[src/rtl/pam_serial_receiver.sv]
// rtl/pam_serial_receiver.sv - PAM serial link receiver: oversampled deserializer feeding a byte-wide FIFO write port
module pam_serial_receiver #(
  parameter int DATA_LENGTH = 24,
  parameter int SYNC_STAGES = 2
) (
  input  logic                   clk,
  input  logic                   rst,
  input  logic                   enable,
  input  logic                   sdata,
  input  logic                   bclk,
  input  logic                   nsync,
  input  logic                   full,
  output logic [7:0]             wdata,
  output logic                   write,
  output logic [DATA_LENGTH-1:0] word,
  output logic                   word_valid,
  output logic                   frame_err,
  output logic                   overflow,
  output logic                   busy
);

  localparam int NBYTES = DATA_LENGTH / 8;
  localparam int CW     = $clog2(DATA_LENGTH + 1);

  typedef enum logic [1:0] {IDLE, SHIFT, WRITE} state_t;

  logic [SYNC_STAGES-1:0] bclk_sync_q, nsync_sync_q, sdata_sync_q;
  logic                   bclk_s, nsync_s, sdata_s;
  logic                   bclk_q, nsync_q;
  logic                   bclk_fall_q, sync_fall_q, sync_rise_q;

  state_t                 state_q, state_d;
  logic [CW-1:0]          cnt_q, cnt_d;
  logic [DATA_LENGTH-1:0] shreg_q, shreg_d;
  logic [DATA_LENGTH-1:0] word_q, word_d;
  logic [DATA_LENGTH-1:0] shift_in;
  logic [1:0]             idx_q, idx_d;
  logic [7:0]             wdata_q, wdata_d;
  logic                   write_q, write_d;
  logic                   word_valid_q, word_valid_d;
  logic                   frame_err_q, frame_err_d;
  logic                   overflow_q, overflow_d;

  assign bclk_s  = bclk_sync_q[SYNC_STAGES-1];
  assign nsync_s = nsync_sync_q[SYNC_STAGES-1];
  assign sdata_s = sdata_sync_q[SYNC_STAGES-1];

  // Synchronizers and registered edge strobes run regardless of enable.
  always_ff @(posedge clk) begin
    if (rst) begin
      bclk_sync_q  <= '0;
      nsync_sync_q <= '0;
      sdata_sync_q <= '0;
      bclk_q       <= 1'b0;
      nsync_q      <= 1'b0;
      bclk_fall_q  <= 1'b0;
      sync_fall_q  <= 1'b0;
      sync_rise_q  <= 1'b0;
    end else begin
      bclk_sync_q  <= {bclk_sync_q[SYNC_STAGES-2:0], bclk};
      nsync_sync_q <= {nsync_sync_q[SYNC_STAGES-2:0], nsync};
      sdata_sync_q <= {sdata_sync_q[SYNC_STAGES-2:0], sdata};
      bclk_q       <= bclk_s;
      nsync_q      <= nsync_s;
      bclk_fall_q  <= bclk_q & ~bclk_s;
      sync_fall_q  <= nsync_q & ~nsync_s;
      sync_rise_q  <= ~nsync_q & nsync_s;
    end
  end

  always_ff @(posedge clk) begin
    if (rst) begin
      state_q      <= IDLE;
      cnt_q        <= '0;
      shreg_q      <= '0;
      word_q       <= '0;
      idx_q        <= '0;
      wdata_q      <= '0;
      write_q      <= 1'b0;
      word_valid_q <= 1'b0;
      frame_err_q  <= 1'b0;
      overflow_q   <= 1'b0;
    end else begin
      state_q      <= state_d;
      cnt_q        <= cnt_d;
      shreg_q      <= shreg_d;
      word_q       <= word_d;
      idx_q        <= idx_d;
      wdata_q      <= wdata_d;
      write_q      <= write_d;
      word_valid_q <= word_valid_d;
      frame_err_q  <= frame_err_d;
      overflow_q   <= overflow_d;
    end
  end

  assign shift_in = {shreg_q[DATA_LENGTH-2:0], sdata_s};

  always_comb begin
    state_d      = state_q;
    cnt_d        = cnt_q;
    shreg_d      = shreg_q;
    word_d       = word_q;
    idx_d        = idx_q;
    wdata_d      = wdata_q;
    write_d      = 1'b0;
    word_valid_d = 1'b0;
    frame_err_d  = 1'b0;
    overflow_d   = 1'b0;
    if (!enable) begin
      state_d = IDLE;
    end else begin
      case (state_q)
        IDLE: begin
          if (sync_fall_q) begin
            cnt_d   = '0;
            shreg_d = '0;
            state_d = SHIFT;
          end
        end
        SHIFT: begin
          if (bclk_fall_q) begin
            shreg_d = shift_in;
            cnt_d   = cnt_q + 1'b1;
          end
          // A completing bit wins over a simultaneous sync_rise.
          if (bclk_fall_q && (cnt_q == CW'(DATA_LENGTH - 1))) begin
            word_d       = shift_in;
            word_valid_d = 1'b1;
            idx_d        = '0;
            state_d      = WRITE;
          end else if (sync_rise_q) begin
            frame_err_d = 1'b1;
            state_d     = IDLE;
          end
        end
        WRITE: begin
          if (sync_fall_q) begin
            overflow_d = 1'b1;
          end
          if (!full) begin
            write_d = 1'b1;
            wdata_d = word_q[{idx_q, 3'b000} +: 8];
            idx_d   = idx_q + 2'd1;
            if (idx_q == 2'(NBYTES - 1)) begin
              state_d = IDLE;
            end
          end
        end
        default: state_d = IDLE;
      endcase
    end
  end

  assign wdata      = wdata_q;
  assign write      = write_q;
  assign word       = word_q;
  assign word_valid = word_valid_q;
  assign frame_err  = frame_err_q;
  assign overflow   = overflow_q;
  assign busy       = (state_q != IDLE);

endmodule

[config.mk]
export PLATFORM = sky130hd
export DESIGN_NAME = pam_serial_receiver
export DESIGN_NICKNAME = d
export VERILOG_FILES = /design/src/rtl/pam_serial_receiver.sv
export SDC_FILE = /design/constraint.sdc
export NUM_CORES = 1
export LEC_CHECK = 0
export ABC_AREA = 0
export BUFFER_PORTS_ARGS = -buffer_cell sky130_fd_sc_hd__buf_2
export CAP_MARGIN = 40
export CORE_MARGIN = 8
export CORE_UTILIZATION = 56
export DETAILED_ROUTE_END_ITERATION = 6
export MAX_ROUTING_LAYER = met4
export PLACE_DENSITY_LB_ADDON = 0.15
export SETUP_SLACK_MARGIN = 0.1
export SYNTH_ARGS = -nofsm -noshare
export SYNTH_HDL_FRONTEND = slang
export SYNTH_SLANG_ARGS = --single-unit
[constraint.sdc]
create_clock -name clk -period 1.9 [get_ports clk]
set_input_delay 0.19 -clock clk [delete_from_list [all_inputs] [get_ports clk]]
set_output_delay 0.19 -clock clk [all_outputs]
set_load 0.005 [all_outputs]
==> summary.txt, run 1 <==
Run status
  – Status: finished, final reports clean

Timing
  – Final Cycle Share: 0.811
  – RSZ-0062 raised after global routing: no
  – Fmax: 0.649 GHz
  – Pins over their slew limit: 0
  – Rel. slew slack: 0.653
  – Tmin final: 1.54 ns
  – Clock skew: 0.00777 ns
  – Final setup fails: 0
  – Slew @ Worst Pin: 0.520 ns
  – Setup TNS: 0 ns
  – Final Hold Fails: 0

Place
  – Placed insts: 447
  – HPWL after DPL: 5.04 mm
  – Port Buffers: 43
  – GP Congestion: 0.739
  – DP Area: 0.00340 mm^2

Die
  – Die ar.: 0.00837 mm^2
  – Core Area: 0.00551 mm^2
  – Die Ht: 91.5 um
  – IO Count: 44
  – Row count: 27
  – Initial core utilization: 0.579
  – Die width: 91.5 um

Yosys
  – Syn nets: 365
  – Number of flops mapped to enable cells by yosys: 0
  – Synth Flop Type: dfxtp_1
  – Syn_area_per_cell: 8.96 um^2
  – Post-synth top area share: 0.496
  – Post-synth cell types: 39
  – Synth top cells by count: dfxtp_1 (79), a21oi_1 (55), nand3_1 (50), o21ai_0 (50), nor2b_1 (13)
  – Syn Std Cell Area: 0.00319 mm^2
  – Seq cells post-synth: 79
  – Cell count after synthesis: 356
  – Most frequent cell after synthesis: dfxtp_1
  – Synth area leader: dfxtp_1
  – Ys async rst share: 0
  – YS warnings: 0
  – Top post-synthesis cells by area: dfxtp_1 (50%), a21oi_1 (8.6%), nand3_1 (7.8%)
  – Register area share after synthesis: 0.496

Setup path
  – Required @ worst endpoint: 2.16 ns
  – RR Endpoint: shreg_q[13]
  – Worst Path Arrival: 1.80 ns
  – Critical R2R Launch: state_q[0]
  – WS Path Type: flop to flop
  – CP Buf/Inv Count: 1
  – Slowest-stage cell, CP: dfxtp_2
  – R2R Setup Slk: 0.36 ns
  – Critical Path End Type: flop
  – R2R cell count: 4
  – Slowest stage delay, CP: 0.49 ns
  – Top delay family on crit path: flip-flops
  – CP max FO: 23
  – Startpoint Class: flop
  – Worst-path cell chain: mux2i_4 -> buf_4 -> o21ai_0 -> a21oi_1

Finish
  – Register area: 0.00158 mm^2
  – Post-layout util: 0.658
  – Design Area, Final: 0.00362 mm^2
  – Ratio of cells with drive above 1 in the final layout: 0.215
  – Antenna fix cells: 0
  – P&R area growth vs syn: 13.6%
  – Nets: 395
  – Area of the multi-input gates: 0.00142 mm^2
  – Fillers: 453
  – Finished Layout Cells: 462

Global routing
  – Initial antenna violation count: 0
  – Vias in the first global route: 2,508
  – Pin count of the biggest net entering global routing: 42
  – GRT Resource Usage Total: 0.187
  – Gr ovfl total: 0
  – First-pass GRT wire length: 12.6 mm

Min path
  – Hold Path Class: primary input to flop
  – Hold path startpoint: sdata
  – Hold path endpoint: sdata_sync_q[0]
  – Hold path depth: 2

Clock tree
  – Register clock-pin slew on the reported worst setup and hold paths: 0.08 ns
  – Clock Sinks: 79
  – Worst skew pair latency: 0.34 ns
  – Clock Tree Root: clkbuf_8
  – CTS tree: built
  – Longest Clk Path Bufs: 2
  – CTS H-Tree Depth: 3
  – Total CTS buffers: 9

Power
  – Maximum VDD drop: 496 uV
  – Leak Pwr: 1.35 nW
  – Pwr dens: 850 mW/mm^2

Detailed routing
  – Routed len/inst: 16.8 um
  – Pre-Repair DR Iteration Count: 4
  – # DRC: 0
  – Vias per cell: 5.88
  – Post-detailed-route count of antenna-violating nets: 0
  – Via Count: 2,718
  – Final wirelength: 7.76 mm
  – DRT iter0 DRCs: 222

Run
  – Max-cap violations: 0
[routing by layer]
metal / share of wire / up-vias / GRT usage
met4: 0.019 / 0 / 0.0873
met5: 0 / - / -
met1: 0.47 / 1282 / 0.238
met3: 0.062 / 11 / 0.0502
met2: 0.45 / 76 / 0.267
li1: - / 1349 / -
[worst max-delay path by stage]
stage | slack (ns) | to | cells past startpoint | from
5_1_grt | 0.25 | shreg_q[13] | 4 | state_q[0]
3_5_place_dp | 0.20 | shreg_q[8] | 4 | state_q[0]
2_1_floorplan | 0.53 | idx_q[1] | 4 | idx_q[0]
4_1_cts | 0.16 | shreg_q[8] | 4 | state_q[0]
3_3_place_gp | 0.24 | shreg_q[12] | 4 | state_q[0]
6_report | 0.36 | shreg_q[13] | 4 | state_q[0]
[cell usage in the layout, fill, tap and decap left out, drive strengths merged, types with 4 or more instances in the layout]
master  synthesis  routed
nand3          50      50
dfxtp          79      79
a221oi          8       8
nor3            8       8
o21ai          50      50
clkbuf         13      11
a21oi          56      56
mux2            9       9
nor2           10      10
and4b           4       4
buf            22      54
nor2b          13      13
[power breakdown]
| part | total, W | internal, W | switching (W) |
|---|---|---|---|
| Sequential | 0.00167 | 0.00166 | 0.00000488 |
| Combinational | 0.0000801 | 0.0000219 | 0.0000582 |
| Clock | 0.00133 | 0.000765 | 0.000568 |
| Total | 0.00308 | 0.00245 | 0.000631 |
[registers in the layout, indices dropped and copies added (netlist names), 2 cells and up]
signal	count
bclk_sync_q	2
cnt_q	5
idx_q	2
nsync_sync_q	2
sdata_sync_q	2
shreg_q	23
state_q	2
wdata	8
word	24
[per-stage QoR]
stage,setup WS (ns),total power [W],hold WS [ns]
finish,0.359,0.00308,0.0636
CTS,0.165,0.00310,0.0607
global route,0.247,0.00318,0.0593
floorplan,0.532,0.00176,0.269
global placement,0.236,0.00178,0.388
detailed placement,0.198,0.00178,0.400
[kinds of logic after synthesis]
logic type / after synthesis / share of synthesized area
mux: 10 / 0.0349
fa+ha+maj: 2 / 0.00784
flops: 79 / 0.496
simple gates: 106 / 0.193
compound gates: 121 / 0.206
buf+inv: 38 / 0.0624
[worst register-to-register path: stages (launching register included)]
cell	delay (ns)
dfxtp_2	0.49
mux2i_4	0.40
buf_4	0.30
o21ai_0	0.12
a21oi_1	0.17
[area by class of cell]
cell class              instances  share of cell area
clock buffers                  11              0.0390
clock inverters                 4              0.0193
inverters                       3             0.00311
multi-input cells             239               0.392
flip-flops and latches         79               0.437
well taps                      72              0.0249
repair buffers                 54              0.0843
[repair_timing]
action                                  in CTS  in global routing
gates resized for setup                      0                  2
endpoints found under the setup margin       0                 23
hold buffers                                 0                  0
setup buffers                                0                  0
endpoints found under the hold margin        0                  0
Power figures use the tool's default switching activity.
==> run 2: changes to the inputs <==
- CORE_UTILIZATION: 56 -> 51
- clock period: 1.9 -> 1.25 ns (I/O delays scaled with it)
==> summary.txt, run 2 (synthesized netlist as in run 1, its figures left out) <==
Run status
  – Failing checks: negative setup slack
  – Status: finished, violations left

Setup path
  – Startpoint Class: flop
  – Critical Path End Type: flop
  – Worst Path Arrival: 1.65 ns (-0.15 ns)
  – WS Path Type: flop to flop
  – Slowest stage delay, CP: 0.52 ns (+0.03 ns)
  – Slowest-stage cell, CP: or4b_1
  – CP max FO: 8 (-65%)
  – Required @ worst endpoint: 1.52 ns (-0.64 ns)
  – R2R Setup Slk: -0.13 ns (-0.49 ns)
  – Worst-path cell chain: buf_8 -> buf_6 -> or4b_1 -> a21oi_1

Die
  – Die ar.: 0.00904 mm^2 (+8.1%)
  – Die Ht: 95.1 um (+4.0%)
  – Die width: 95.1 um (+4.0%)
  – Row count: 29 (+7.4%)
  – Initial core utilization: 0.514 (-0.0652)
  – IO Count: 44 (unchanged)
  – Core Area: 0.00620 mm^2 (+13%)

Place
  – DP Area: 0.00378 mm^2 (+11%)
  – HPWL after DPL: 5.34 mm (+6.1%)
  – DP Worst Slack: -0.155 ns (-0.352 ns)
  – GP Congestion: 0.800 (+8.3%)
  – Port Buffers: 43 (unchanged)

Global routing
  – Initial antenna violation count: 0 (unchanged)
  – GRT Resource Usage Total: 0.195 (+0.00830)
  – Vias in the first global route: 2,690 (+7.3%)
  – First-pass GRT wire length: 13.6 mm (+7.4%)
  – Gr ovfl total: 0 (unchanged)
  – Pin count of the biggest net entering global routing: 27 (-36%)

Timing
  – Final setup margin: -0.133 ns (-0.492 ns)
  – Clock skew: 0.00666 ns (-0.00110 ns)
  – RSZ-0062 raised after global routing: yes
  – Final setup fails: 63 (+63)
  – Fmax: 0.723 GHz (+11%)
  – Final Hold Fails: 0 (unchanged)
  – Slew @ Worst Pin: 0.328 ns (-0.192 ns)
  – Pins over their slew limit: 0 (unchanged)
  – Tmin final: 1.38 ns (-0.158 ns)
  – Rel. slew slack: 0.777 (+0.124)
  – Hold WS: 0.0172 ns (-0.0464 ns)
  – Final Cycle Share: 1.11 (+0.295)

Detailed routing
  – Post-detailed-route count of antenna-violating nets: 0 (unchanged)
  – DRT iter0 DRCs: 187 (-16%)
  – Final wirelength: 8.76 mm (+13%)
  – Routed len/inst: 17.5 um (+4.1%)
  – # DRC: 0 (unchanged)
  – Pre-Repair DR Iteration Count: 4 (unchanged)
  – Via Count: 2,923 (+7.5%)
  – Vias per cell: 5.83 (-0.83%)

Finish
  – P&R area growth vs syn: 39.4%
  – Commonest non-fill, non-tap cell in the layout: dfxtp_1
  – Design Area, Final: 0.00445 mm^2 (+23%)
  – Commonest cells after routing, fill and taps aside: dfxtp_1 (71), buf_2 (42), a21oi_1 (39), o21ai_1 (36), nand3_1 (26)
  – Nets: 428 (+8.4%)
  – Ratio of cells with drive above 1 in the final layout: 0.436 (+0.221)
  – Max reg flops: 24 (unchanged)
  – Antenna fix cells: 0 (unchanged)

Clock tree
  – Worst skew pair latency: 0.35 ns (about the same)
  – Clock Tree Root: clkbuf_8
  – Total CTS buffers: 9 (unchanged)
  – CTS tree: built
  – Longest Clk Path Bufs: 2 (unchanged)
  – Clock Sinks: 79 (unchanged)
  – Register clock-pin slew on the reported worst setup and hold paths: 0.08 ns (about the same)
  – CTS H-Tree Depth: 3 (unchanged)

Min path
  – Hold Path Class: primary input to flop

Power
  – Pwr dens: 1150 mW/mm^2 (+35%)
  – Leak Pwr: 1.64 nW (+21%)
  – Maximum VDD drop: 845 uV (+70%)

Run
  – Max-cap violations: 0 (unchanged)
## run 2: cell types whose count changed in the layout (fill, tap and decap cells not counted), sizes merged
cell and delta:
bufinv +1, dlygate4sd3 +2, buf +27, inv +1, mux2 +3
## run 2: what timing repair did
| item | 4_1_cts | 5_1_grt |
|---|---|---|
| hold buffers | 2 | 0 |
| endpoints found under the setup margin | 64 | 66 |
| setup buffers | 6 | 4 |
| resized for setup | 31 | 38 |
| hold endpoints to repair | 2 | 0 |
| gates cloned | 3 | 2 |
| pin swaps | 10 | 8 |
## run 2: layer usage
| metal | GRT usage | wire [um] | share of wire | up-vias |
|---|---|---|---|---|
| li1 | - | - | - | 1430 |
| met1 | 0.258 | 4030 | 0.46 | 1384 |
| met2 | 0.291 | 3980 | 0.45 | 89 |
| met3 | 0.0339 | 560 | 0.064 | 20 |
| met4 | 0.0715 | 187 | 0.021 | 0 |
| met5 | - | 0 | 0 | - |
## run 2: worst paths after layout
kind	start	end	cells after the start
worst max-delay path	state_q[0]	idx_q[1]	4
worst min-delay path	nsync	nsync_sync_q[0]	2
worst max register to register	state_q[0]	idx_q[1]	4
worst min register to register	nsync_q	sync_rise_q	1
## run 2: critical path, delay by kind of cell (launching register included)
| family | cells | cell delay, ns |
|---|---|---|
| and+or+nand+nor | 1 | 0.52 |
| DFF | 1 | 0.38 |
| buffers and inverters | 2 | 0.25 |
| AOI/OAI and AO/OA | 1 | 0.16 |
## run 2: final cells by class
type	count	area, um^2
fillers	432	1760
clock buffers	10	138
multi-input cells	242	1800
clock inverters	6	116
repair buffers	84	686
flip-flops and latches	79	1600
inverters	3	13.8
well taps	77	96.3
## run 2: stage by stage
stage	std cells	power (W)	TNS [ns]	utilization
after detailed placement	468	0.00274	-3.66	0.609
after CTS	495	0.00510	-2.59	0.686
after global placement	468	0.00274	-2.75	0.609
after floorplan	356	0.00270	-0.142	-
final	501	0.00512	-4.16	0.717
after global routing	501	0.00526	-6.39	0.717
## run 2: power breakdown
group          internal (W)  switching, W
Clock               0.00140      0.000984
Sequential          0.00252    0.00000770
Combinational     0.0000881      0.000122
Total               0.00400       0.00111
==> run 3: changes to the inputs <==
- ABC_AREA: 0 -> 1
==> summary.txt, run 3 <==
Setup path
  – Setup crit start: cnt_q[1]
  – Top delay family on crit path: simple AND/OR/NAND/NOR gates
  – Worst Path Arrival: 1.71 ns (+0.06 ns)
  – Slowest stage delay, CP: 0.36 ns (-0.16 ns)
  – R2R Setup Slk: -0.19 ns (-0.06 ns)
  – Worst-path cell chain: ha_4 -> nand2_4 -> nor2_4 -> nand2_4 -> nor2_4 -> buf_4 -> buf_16 -> nand3_1 -> a21oi_1
  – RR Endpoint: word[21]
  – WS Path Type: flop to flop
  – Slowest-stage cell, CP: dfxtp_2
  – Critical R2R Launch: cnt_q[1]
  – Required @ worst endpoint: 1.52 ns (about the same)
  – R2R cell count: 9 (+5)
  – Startpoint Class: flop
  – CP Buf/Inv Count: 2 (unchanged)
  – CP max FO: 12 (+4)
  – Critical Path End Type: flop

Detailed routing
  – Final wirelength: 9.20 mm (+5.1%)
  – Pre-Repair DR Iteration Count: 5 (+1)
  – # DRC: 0 (unchanged)
  – Post-detailed-route count of antenna-violating nets: 0 (unchanged)
  – Via Count: 3,076 (+5.2%)
  – DRT iter0 DRCs: 213 (+14%)
  – Routed len/inst: 16.2 um (-7.3%)
  – Vias per cell: 5.42 (-7.2%)

Global routing
  – Gr ovfl total: 0 (unchanged)
  – First-pass GRT wire length: 13.6 mm (about the same)
  – GRT Resource Usage Total: 0.198 (+0.00300)
  – Initial antenna violation count: 0 (unchanged)
  – Vias in the first global route: 2,754 (+2.4%)
  – Pin count of the biggest net entering global routing: 41 (+52%)

Yosys
  – Synth area leader: dfxtp_1
  – Most frequent cell after synthesis: dfxtp_1
  – YS warnings: 0 (unchanged)
  – Synth top cells by count: dfxtp_1 (79), nand2_1 (65), nor2_1 (62)
  – Seq cells post-synth: 79 (unchanged)
  – Top post-synthesis cells by area: dfxtp_1 (51%), nand2_1 (7.9%), a21oi_1 (7.8%)
  – Register area share after synthesis: 0.512 (+0.0159)
  – Synth Flop Type: dfxtp_1
  – Syn nets: 413 (+13%)
  – Ys async rst share: 0 (unchanged)
  – Post-synth top area share: 0.512 (+0.0159)
  – Syn_area_per_cell: 7.65 um^2 (-15%)
  – Number of flops mapped to enable cells by yosys: 0 (unchanged)
  – Post-synth cell types: 23 (-41%)
  – Syn Std Cell Area: 0.00309 mm^2 (-3.1%)
  – Cell count after synthesis: 404 (+13%)

Die
  – Row count: 28 (-3.4%)
  – Die width: 93.8 um (-1.3%)
  – IO Count: 44 (unchanged)
  – Core Area: 0.00589 mm^2 (-5.1%)
  – Die ar.: 0.00881 mm^2 (-2.6%)
  – Die Ht: 93.8 um (-1.3%)
  – Initial core utilization: 0.525 (+0.0111)

Place
  – Port Buffers: 43 (unchanged)
  – DP Area: 0.00360 mm^2 (-4.8%)
  – Placed insts: 528 (+13%)
  – HPWL after DPL: 5.31 mm (-0.62%)
  – DP Worst Slack: -0.0900 ns (+0.0649 ns)
  – GP Congestion: 0.828 (+3.5%)

Finish
  – Nets: 497 (+16%)
  – Design Area, Final: 0.00451 mm^2 (+1.4%)
  – P&R area growth vs syn: 45.9%
  – Max reg flops: 24 (unchanged)
  – Commonest cells after routing, fill and taps aside: dfxtp_1 (75), nand2_1 (59), nor2_1 (44), buf_2 (42), a21oi_1 (32)
  – Ratio of cells with drive above 1 in the final layout: 0.371 (-0.0651)
  – Antenna fix cells: 0 (unchanged)
  – Commonest non-fill, non-tap cell in the layout: dfxtp_1
  – Finished Layout Cells: 568 (+13%)

Timing
  – Final Hold Fails: 0 (unchanged)
  – RSZ-0062 raised after global routing: yes
  – Final Cycle Share: 1.15 (+0.0476)
  – Rel. slew slack: 0.697 (-0.0801)
  – Slew @ Worst Pin: 0.455 ns (+0.127 ns)
  – Tmin final: 1.44 ns (+0.0595 ns)
  – Final setup margin: -0.193 ns (-0.0595 ns)
  – Final setup fails: 56 (-11%)
  – Pins over their slew limit: 0 (unchanged)
  – Fmax: 0.693 GHz (-4.1%)
  – Clock skew: 0.00544 ns (-0.00122 ns)

Power
  – P_int: 0.00374 W (-6.5%)
  – Sw power: 0.00109 W (-2.3%)
  – Pwr dens: 1070 mW/mm^2 (-6.9%)
  – Switch share: 0.225 (+0.00755)
  – Leak Pwr: 1.91 nW (+17%)
  – Power share of the clock group: 0.426 (-0.039)
  – Register share of total power: 0.528 (+0.034)
  – Maximum VDD drop: 718 uV (-15%)
  – Gate power share: 0.046 (+0.005)

Run status
  – Failing checks: negative setup slack
  – Status: finished, violations left

Clock tree
  – CTS tree: built
  – Worst skew pair latency: 0.35 ns (about the same)
  – Register clock-pin slew on the reported worst setup and hold paths: 0.08 ns (about the same)
  – Clock Sinks: 79 (unchanged)
  – Longest Clk Path Bufs: 2 (unchanged)
  – CTS H-Tree Depth: 3 (unchanged)
  – Total CTS buffers: 9 (unchanged)
  – Clock Tree Root: clkbuf_8

Min path
  – Hold Path Class: primary input to flop
  – Hold path endpoint: bclk_fall_q
  – Hold path depth: 4 (+2)
  – Hold path startpoint: rst

Run
  – Max-cap violations: 0 (unchanged)
[run 3: changes by cell type after synthesis, sizes merged, moves of 6 or more]
cell	delta
a221oi	-8
nor2b	-13
o21ai	-10
nor2	+56
nor3	-6
nand3	-16
buf	-8
inv	+32
nand2	+64
mux2	-9
a21oi	-8
[run 3: power groups by stage]
stage | clock (W) | combinational [W] | sequential [W]
after floorplan | 0 | 0.0000942 | 0.00261
after global placement | 0 | 0.000135 | 0.00261
after detailed placement | 0 | 0.000138 | 0.00261
after CTS | 0.00205 | 0.000157 | 0.00255
after global routing | 0.00217 | 0.000238 | 0.00256
final | 0.00206 | 0.000220 | 0.00255
[run 3: metrics by stage]
stage / TNS (ns) / hold WS (ns) / util / total power, W
5_1_grt: -9.39 / 0.128 / 0.766 / 0.00497
4_1_cts: -3.55 / 0.116 / 0.685 / 0.00475
6_report: -6.14 / 0.118 / 0.766 / 0.00483
2_1_floorplan: -1.83 / 0.232 / - / 0.00270
3_5_place_dp: -1.87 / 0.338 / 0.611 / 0.00275
3_3_place_gp: -0.856 / 0.323 / 0.611 / 0.00275
[run 3: per-layer routing]
layer	share of wire	vias up	track usage	wire length (um)
met5	0	-	-	0
met4	0.022	0	0.0713	205
met1	0.43	1462	0.246	3930
li1	-	1484	-	-
met2	0.49	111	0.306	4530
met3	0.059	19	0.0464	541
[run 3: worst register-to-register path, cell delays in order (launching register included)]
cell	delay (ns)
dfxtp_2	0.36
ha_4	0.15
nand2_4	0.05
nor2_4	0.11
nand2_4	0.07
nor2_4	0.10
buf_4	0.14
buf_16	0.12
nand3_1	0.09
a21oi_1	0.17
[run 3: logic make-up after synthesis]
| family | share of synthesized area |
|---|---|
| and+or+nand+nor | 0.242 |
| AOI/OAI and AO/OA | 0.146 |
| DFF | 0.512 |
| buffers and inverters | 0.0891 |
| adders and majority gates | 0.00810 |
| xor gates and xnor gates | 0.00283 |
[run 3: area by class of cell]
cell class	instances	area [um^2]
Fill cell	379	1380
Clock inverter	6	85.1
Tap cell	75	93.8
Timing Repair Buffer	94	837
Clock buffer	10	128
Sequential cell	79	1590
Multi-Input combinational cell	266	1590
Timing Repair inverter	2	22.5
Inverter	36	163
[run 3: worst max-delay path by stage]
stage	to	slack, ns	cells past startpoint
after global placement	word[12]	-0.06	8
final	word[21]	-0.19	9
after floorplan	word[10]	-0.05	8
after detailed placement	word[12]	-0.09	8
after CTS	word[0]	-0.11	8
after global routing	word[21]	-0.24	9
[run 3: repair_timing]
item                                    4_1_cts  5_1_grt
endpoints found under the setup margin       60       66
gates resized for setup                      27       86
pin swaps                                     7       28
cloned                                        3        3
hold endpoints to repair                      3        0
buffers inserted                              5       10
hold buffers                                  3        0
